### src/rtl/shift_sub_divider_pkg.sv
// Shared sign-magnitude arithmetic definitions.
// FSM encoding, width helpers and zero-sign normalisation.
package shift_sub_divider_pkg;

  typedef enum logic [1:0] {
    IDLE = 2'd0,
    RUN  = 2'd1,
    DONE = 2'd2
  } state_t;

  localparam int DEF_WIDTH = 8;

  function automatic int mag_width(input int w);
    return w - 1;
  endfunction

  function automatic int iter_count(input int w);
    return w - 1;
  endfunction

  // A zero magnitude never carries a negative sign.
  function automatic logic sm_sign(
    input logic sign,
    input logic nonzero
  );
    return sign & nonzero;
  endfunction

endpackage

### src/rtl/shift_sub_divider_sub_compare.sv
// Subtractor for the divider: a - b with borrow out.
// Ports: a, b operands; diff difference; borrow=1 when a < b.
module shift_sub_divider_sub_compare #(
  parameter int WIDTH = 8
) (
  input  logic [WIDTH-1:0] a,
  input  logic [WIDTH-1:0] b,
  output logic [WIDTH-1:0] diff,
  output logic             borrow
);

  assign {borrow, diff} = {1'b0, a} - {1'b0, b};

endmodule

### src/rtl/shift_sub_divider.sv
// Restoring sign-magnitude divider, one quotient bit per clock.
// Ports: clk, nrst, start, Z/W in; Q, R, busy, done, err out.
module shift_sub_divider
  import shift_sub_divider_pkg::*;
#(
  parameter int WIDTH = DEF_WIDTH
) (
  input  logic               clk,
  input  logic               nrst,
  input  logic               start,
  input  logic [2*WIDTH-1:0] Z,
  input  logic [WIDTH-1:0]   W,
  output logic [WIDTH-1:0]   Q,
  output logic [WIDTH-1:0]   R,
  output logic               busy,
  output logic               done,
  output logic               err
);

  localparam int MW = mag_width(WIDTH);
  localparam int NI = iter_count(WIDTH);
  localparam logic [MW-1:0] LAST = MW'(NI - 1);

  state_t state, state_n;

  logic [MW-1:0] p;
  logic [MW-1:0] zlo;
  logic [MW-1:0] wmag;
  logic [MW-1:0] qw;
  logic [MW-1:0] cnt;
  logic          sq;
  logic          sr;

  logic [WIDTH-1:0] z_hi;
  logic [MW-1:0]    w_in;
  logic             div0;
  logic             ovf;
  logic             bad;
  logic             accept;
  logic             last;

  logic [WIDTH-1:0] pp;
  logic [WIDTH-1:0] diff;
  logic             borrow;
  logic [WIDTH-1:0] p_nx;
  logic [MW-1:0]    q_nx;
  logic             unused_msb;

  assign z_hi   = Z[2*WIDTH-2 -: WIDTH];
  assign w_in   = W[WIDTH-2:0];
  assign div0   = (w_in == '0);
  // High dividend half >= divisor means quotient needs more than MW bits.
  assign ovf    = (z_hi >= {1'b0, w_in});
  assign bad    = div0 | ovf;
  assign accept = (state == IDLE) && start;
  assign last   = (cnt == LAST);

  assign pp = {p, zlo[MW-1]};

  shift_sub_divider_sub_compare #(
    .WIDTH (WIDTH)
  ) u_cmp (
    .a      (pp),
    .b      ({1'b0, wmag}),
    .diff   (diff),
    .borrow (borrow)
  );

  // Restoring step: keep the shifted value when the subtract borrows.
  assign p_nx = borrow ? pp : diff;
  assign q_nx = {qw[MW-2:0], ~borrow};

  // Remainder stays below the divisor, so the top bit is always clear.
  assign unused_msb = p_nx[WIDTH-1];

  always_comb begin
    state_n = state;
    busy    = 1'b0;
    done    = 1'b0;
    unique case (state)
      IDLE: begin
        if (start) state_n = bad ? DONE : RUN;
      end
      RUN: begin
        busy = 1'b1;
        if (last) state_n = DONE;
      end
      DONE: begin
        done    = 1'b1;
        state_n = IDLE;
      end
      default: state_n = IDLE;
    endcase
  end

  always_ff @(posedge clk or negedge nrst) begin
    if (!nrst) begin
      state <= IDLE;
    end else begin
      state <= state_n;
    end
  end

  always_ff @(posedge clk or negedge nrst) begin
    if (!nrst) begin
      p    <= '0;
      zlo  <= '0;
      wmag <= '0;
      qw   <= '0;
      cnt  <= '0;
      sq   <= 1'b0;
      sr   <= 1'b0;
      Q    <= '0;
      R    <= '0;
      err  <= 1'b0;
    end else if (accept) begin
      p    <= z_hi[MW-1:0];
      zlo  <= Z[MW-1:0];
      wmag <= w_in;
      qw   <= '0;
      cnt  <= '0;
      sq   <= Z[2*WIDTH-1] ^ W[WIDTH-1];
      sr   <= Z[2*WIDTH-1];
      err  <= bad;
      if (bad) begin
        Q <= '0;
        R <= '0;
      end
    end else if (state == RUN) begin
      p   <= p_nx[MW-1:0];
      zlo <= {zlo[MW-2:0], 1'b0};
      qw  <= q_nx;
      cnt <= cnt + 1'b1;
      if (last) begin
        Q <= {sm_sign(sq, |q_nx), q_nx};
        R <= {sm_sign(sr, |p_nx[MW-1:0]), p_nx[MW-1:0]};
      end
    end
  end

endmodule

### config.mk
export PLATFORM = sky130hd
export DESIGN_NAME = shift_sub_divider
export DESIGN_NICKNAME = d
export VERILOG_FILES = /design/src/rtl/shift_sub_divider_pkg.sv /design/src/rtl/shift_sub_divider_sub_compare.sv /design/src/rtl/shift_sub_divider.sv
export SDC_FILE = /design/constraint.sdc
export NUM_CORES = 1
export LEC_CHECK = 0
export ABC_AREA = 0
export CAP_MARGIN = 5
export CORE_MARGIN = 2
export CORE_UTILIZATION = 50
export CTS_CLUSTER_SIZE = 24
export DETAILED_ROUTE_END_ITERATION = 7
export PLACE_DENSITY_LB_ADDON = 0.2
export SETUP_SLACK_MARGIN = 0.5
export SLEW_MARGIN = 5
export SYNTH_ARGS = -nofsm -noshare
export SYNTH_HDL_FRONTEND = slang
export SYNTH_SLANG_ARGS = --single-unit
### constraint.sdc
create_clock -name clk -period 3.7 [get_ports clk]
set_input_delay 0.74 -clock clk [delete_from_list [all_inputs] [get_ports clk]]
set_output_delay 0.74 -clock clk [all_outputs]
set_load 0.05 [all_outputs]
==> impl_metrics.env, run 1 <==
export IMPL_status="finished, final reports clean"
export IMPL_fin_ws_ns=1.03
export IMPL_r2r_start="zlo[6]"
export IMPL_maxCapViolCount=0
export IMPL_boundaryPins=46
export IMPL_syn_nets=339
export IMPL_netlist_area_mm2=0.00289
export IMPL_htree_num_levels=2
export IMPL_cts_buffers=5
export IMPL_grt_max_degree=40
export IMPL_worstSetupPathType="flop to output pin"
export IMPL_cp_start_kind="flop"
export IMPL_async_flop_share_pct=100
export IMPL_dpl_hpwl_um=4870
export IMPL_grt_pass1_wl_um=11500
export IMPL_area_growth_pct=22.7
export IMPL_yosysTopAreaCellShare_pct=47.7
export IMPL_first_iter_violations=137
export IMPL_hold_path_depth=2
export IMPL_firstDrtPassIters=5
export IMPL_clkTransAtPathRegs_ns=0.10
export IMPL_root_buffer="clkbuf_8"
export IMPL_avgViaCountPerCell=5.67
export IMPL_fin_crit_sh_pct=72.1
export IMPL_hold_buffers=0
export IMPL_cts_sinks=55
export IMPL_fin_setup_tns_ns=0
export IMPL_synth_edf_count=0
export IMPL_hold_class="flop to flop"
export IMPL_drive_above_1_share_pct=7.56
export IMPL_die_area_mm2=0.00640
export IMPL_gp_congestion=0.863
export IMPL_drv_slew=0
export IMPL_synth_common_cells="55 x dfrtp_1, 49 x nand2_1, 27 x o21ai_0"
export IMPL_clk_path_buf_depth=2
export IMPL_crit_fanout=17
export IMPL_die_h_um=80.0
export IMPL_hp_start="zlo[5]"
export IMPL_post_drt_wl_per_cell_um=16.2
export IMPL_p_leak_nw=1.61
export IMPL_cts_setup_buffers=0
export IMPL_ctsResizeCount=0
export IMPL_report_final_hold_viol_count=0
export IMPL_arrival_ns=1.93
export IMPL_synthCells=295
export IMPL_rr_endpoint="R[7]"
export IMPL_io_buffer_count=45
export IMPL_initial_core_util_pct=52.1
export IMPL_endpoint_kind="output pin"
export IMPL_worstMarginPinSlew_ns=0.868
export IMPL_setup_viol=0
export IMPL_r2r_cells=10
export IMPL_rsz0062_at_grt="false"
export IMPL_grt_pass1_vias=2297
export IMPL_finalPower_mw=2.88
export IMPL_grt_ovfl_total=0
export IMPL_drc=0
export IMPL_cts_tree="yes"
export IMPL_netlist_top_cells_area="dfrtp_1 48%, ha_1 6.9%, nand2_1 6.4%"
export IMPL_p_per_area_mw_per_mm2=812
export IMPL_yosys_warnings=0
export IMPL_gr_usage_all_layers_pct=23.4
export IMPL_antenna_found_initial=0
export IMPL_final_nets=387
export IMPL_utilization_pct=63.9
export IMPL_fin_crit_ns=2.67
export IMPL_synth_distinct_cells=49
export IMPL_ant_nets=0
export IMPL_yosysMostFrequentCell="dfrtp_1"
export IMPL_fillers=482
export IMPL_ys_flop_type="dfrtp_1"
export IMPL_clock_skew_final_ns=0.00665
export IMPL_min_to="zlo[5]"
export IMPL_synth_area_per_cell_um2=9.79
export IMPL_rows=27
export IMPL_synth_area_leader_cell="dfrtp_1"
export IMPL_max_slew_margin_rel_pct=42.1
export IMPL_yosysSeqAreaShare_pct=47.7
export IMPL_cp_required_ns=2.96
export IMPL_drt_total_wl_um=6740
export IMPL_r2r_setup_slack_ns=1.18
export IMPL_routed_via_count=2359
export IMPL_insertedDiodeCount=0
export IMPL_dp_slack_ns=0.748
export IMPL_ys_seq_elements=55
export IMPL_core_area_mm2=0.00554
export IMPL_fmax_ghz=0.375
export IMPL_vdd_drop_max_uv=566
export IMPL_die_w_um=80.0
export IMPL_clk_latency_ns=0.31
[worst max-delay path: stages (launching register included)]
cell and delay (ns):
dfrtp_1 0.40, nand2b_1 0.14, buf_4 0.19, inv_1 0.09
clkdlybuf4s50_1 0.80
[layout make-up]
type	instances	area, um^2	share of cell area, %
flip-flops and latches	55	1380	38.9
multi-input cells	205	1370	38.5
clock buffers	5	68.8	1.94
inverters	22	82.6	2.33
clock inverters	3	46.3	1.31
well taps	72	90.1	2.54
repair buffers	54	513	14.5
[layout by cell type (no fill, tap or decap), drive strengths merged, types with 3 or more instances in the layout]
cell type      count
nor4               4
nand2             49
o22ai              3
nand3              9
a22o               9
a21oi              8
nand4              3
a22oi              9
clkdlybuf4s50     44
and2               3
nand2b             4
buf               10
a21o               4
ha                16
a31oi              3
nor3               3
dfrtp             55
mux2i              5
o21ai             27
clkbuf             5
nor2              12
o2bb2ai            6
inv               23
[metal layers]
layer  GRT usage (%)  vias up  wire length, um
met5               0        -                0
met4            4.07        0               57
met3            3.17        6              297
met2            38.8       63             3290
met1            33.4     1144             3100
li1                -     1146                -
[through the flow]
| step | hold WS, ns | cells | area [um^2] |
|---|---|---|---|
| 2_1_floorplan | 0.437 | 295 | 2890 |
| 5_1_grt | 0.515 | 416 | 3540 |
| 3_3_place_gp | 0.454 | 408 | 3430 |
| 3_5_place_dp | 0.464 | 408 | 3430 |
| 4_1_cts | 0.488 | 416 | 3540 |
| 6_report | 0.484 | 416 | 3540 |
[worst max path at each step]
stage / endpoint / cells past startpoint / slack [ns] / start
after floorplan: Q[7] / 9 / 1.27 / Z[7]
after global placement: Q[7] / 9 / 0.78 / Z[7]
after detailed placement: Q[7] / 9 / 0.75 / Z[7]
after CTS: busy / 4 / 1.02 / state[1]
after global routing: R[7] / 10 / 0.96 / zlo[6]
final: busy / 4 / 1.03 / state[1]
[state kept, by name, summed over array words and instances, names as in the netlist]
name / count
err: 1
zlo: 7
p: 7
R: 8
qw: 6
state: 2
wmag: 7
Q: 8
sq: 1
sr: 1
cnt: 7
[report_power, final]
| group | switching, mW | leakage [nW] | total [mW] | internal (mW) |
|---|---|---|---|---|
| registers | 0.145 | 0.715 | 0.925 | 0.780 |
| logic | 0.949 | 0.836 | 1.54 | 0.596 |
| clock network | 0.204 | 0.0548 | 0.408 | 0.204 |
[logic make-up (layout without fill, tap and decap cells)]
family	after synthesis	in the layout	share of synthesized area, %
AO/OA/AOI/OAI	83	83	20.5
XOR/XNOR	4	4	1.21
adder cells (fa/ha/maj)	17	17	7.63
buffers and inverters	35	84	5.07
flip-flops	55	55	47.7
multiplexers	6	6	2.12
AND/OR/NAND/NOR	95	95	15.8
(Power assumes the default switching activity.)
==> run 2: changes to the inputs <==
- CORE_UTILIZATION: 50 -> 48
- clock period: 3.7 -> 2.4 ns (I/O delays scaled with it)
==> run 2 against run 1 <==
Against the previous run: register-to-register slack worse by 1.2 ns; cell count is 9.4% higher; critical endpoint is now R[7]; largest power group unchanged; setup slack worse by 1.0 ns.
==> impl_metrics.env, run 2 (synthesis results as in run 1) <==
export IMPL_status="finished, final reports clean"
export IMPL_regArea_mm2=0.00138
export IMPL_final_cell_mix="54 x dfrtp_1, 47 x nand2_1, 36 x buf_4"
export IMPL_arrival_ns=2.60
export IMPL_gp_congestion=0.878
export IMPL_clkTransAtPathRegs_ns=0.10
export IMPL_vdd_drop_max_uv=727
export IMPL_boundaryPins=46
export IMPL_drv_slew=0
export IMPL_rows=28
export IMPL_cp_start_kind="flop"
export IMPL_p_per_area_mw_per_mm2=1330
export IMPL_hold_buffers=0
export IMPL_power_share_clock_pct=10.0
export IMPL_io_buffer_count=45
export IMPL_worstMarginPinSlew_ns=0.689
export IMPL_switching_share_pct=45.0
export IMPL_htree_num_levels=2
export IMPL_clk_latency_ns=0.31
export IMPL_cp_required_ns=2.61
export IMPL_die_h_um=81.6
export IMPL_fin_setup_tns_ns=0
export IMPL_grt_pass1_vias=2446
export IMPL_grt_pass1_wl_um=11900
export IMPL_antenna_found_initial=0
export IMPL_cts_tree="yes"
export IMPL_p_sw_mw=2.44
export IMPL_maxCapViolCount=0
export IMPL_crit_fanout=3
export IMPL_avgViaCountPerCell=5.61
export IMPL_final_nets=423
export IMPL_gr_usage_all_layers_pct=23.5
export IMPL_cts_buffers=5
export IMPL_grt_max_degree=56
export IMPL_finalNonFillerCells=455
export IMPL_clk_path_buf_depth=2
export IMPL_hold_slack_ns=0.280
export IMPL_dpl_cell_count=426
export IMPL_top_regs="Q: 8 flops, R: 8 flops"
export IMPL_routed_via_count=2551
export IMPL_p_leak_nw=1.91
export IMPL_p_int_mw=2.98
export IMPL_power_frac_comb_pct=63.5
export IMPL_area_growth_pct=40.6
export IMPL_post_drt_wl_per_cell_um=16.8
export IMPL_dpl_hpwl_um=5020
export IMPL_firstDrtPassIters=4
export IMPL_rsz0062_at_grt="true"
export IMPL_insertedDiodeCount=0
export IMPL_setup_viol=0
export IMPL_drc=0
export IMPL_initial_core_util_pct=49.4
export IMPL_max_slew_margin_rel_pct=54.0
export IMPL_power_frac_seq_pct=26.5
export IMPL_final_common_cell="dfrtp_1"
export IMPL_drt_total_wl_um=7660
export IMPL_first_iter_violations=172
export IMPL_multiInputGateArea_mm2=0.00161
export IMPL_fmax_ghz=0.418
export IMPL_clock_skew_final_ns=0.00894
export IMPL_root_buffer="clkbuf_8"
export IMPL_core_area_mm2=0.00585
export IMPL_fillers=449
export IMPL_cts_sinks=55
export IMPL_grt_ovfl_total=0
export IMPL_hold_class="input port to async pin"
export IMPL_fin_crit_ns=2.39
export IMPL_endpoint_kind="flop"
export IMPL_worstSetupPathType="flop to flop"
export IMPL_utilization_pct=69.4
export IMPL_fin_crit_sh_pct=99.6
export IMPL_drive_above_1_share_pct=28.9
export IMPL_ant_nets=0
export IMPL_die_area_mm2=0.00665
export IMPL_report_final_hold_viol_count=0
export IMPL_die_w_um=81.6
run 2: changes by cell type in the layout (fill, tap and decap cells not counted), moves of 5 or more:
cell             before  now
clkdlybuf4s50_1      44   11
buf_4                 9   36
dlygate4sd2_1         0   23
ha_1                 16    6
buf_6                 0    9
a21oi_1               8    3
ha_2                  0    5
ha_4                  0    5
inv_1                22   17
mux2i_1               5    0
run 2: power by group through the flow:
stage / clock network (mW) / logic, mW / registers, mW
4_1_cts: 0.552 / 2.74 / 1.40
5_1_grt: 0.593 / 3.71 / 1.46
2_1_floorplan: 0 / 1.78 / 1.45
6_report: 0.541 / 3.44 / 1.43
3_3_place_gp: 0 / 2.52 / 1.43
3_5_place_dp: 0 / 2.57 / 1.43
run 2: layer usage:
layer / vias to the layer above / wire, um / GRT usage [%]
met5: - / 0 / 0
met3: 7 / 257 / 3.41
met4: 0 / 81 / 6.27
li1: 1220 / - / -
met1: 1268 / 3420 / 32.7
met2: 56 / 3900 / 38.5
run 2: cell type report:
type | count | share of cell area (%)
Clock buffer | 7 | 2.13
Clock inverter | 1 | 0.216
Inverter | 22 | 2.10
Multi-Input combinational cell | 205 | 39.5
Sequential cell | 55 | 33.9
Tap cell | 75 | 2.31
Timing Repair Buffer | 90 | 19.8
run 2: critical path, stage by stage, from the launching register on:
cell,delay (ns)
dfrtp_1,0.41
inv_2,0.09
ha_4,0.13
inv_2,0.04
fa_2,0.38
a21o_1,0.22
a21oi_2,0.19
a311oi_4,0.14
nor4b_2,0.28
a31oi_1,0.09
a221o_1,0.31
run 2: path summary, 6_finish.rpt:
kind                            slack (ns)  endpoint  depth (start not counted)  startpoint
worst max-delay path                 0.009      R[7]                         10      zlo[6]
worst min-delay path                  0.28    zlo[4]                          2        nrst
worst max register to register       0.009      R[7]                         10      zlo[6]
worst min register to register        0.48        sr                          2          sr
max in group asynchronous             1.62      p[3]                          2        nrst
min in group clk                      0.44   wmag[1]                          3        W[1]
run 2: through the flow:
stage,setup WS (ns),power [mW],cell area [um^2]
after global placement,-0.235,3.95,3590
after floorplan,0.285,3.23,2930
after detailed placement,-0.264,4.01,3590
final,0.00906,5.42,4060
after CTS,0.0586,4.70,3810
after global routing,-0.0772,5.77,4060
run 2: what timing repair did:
action / 4_1_cts / 5_1_grt
setup buffers: 10 / 11
gates cloned: 0 / 0
pin swaps: 11 / 16
gates resized for setup: 64 / 44
setup endpoints to repair: 46 / 27
==> run 3: changes to the inputs <==
- CAP_MARGIN: 5 -> unset
==> results of run 3 <==
Same layout as run 2: the final DEF is identical, and so are final timing and power.
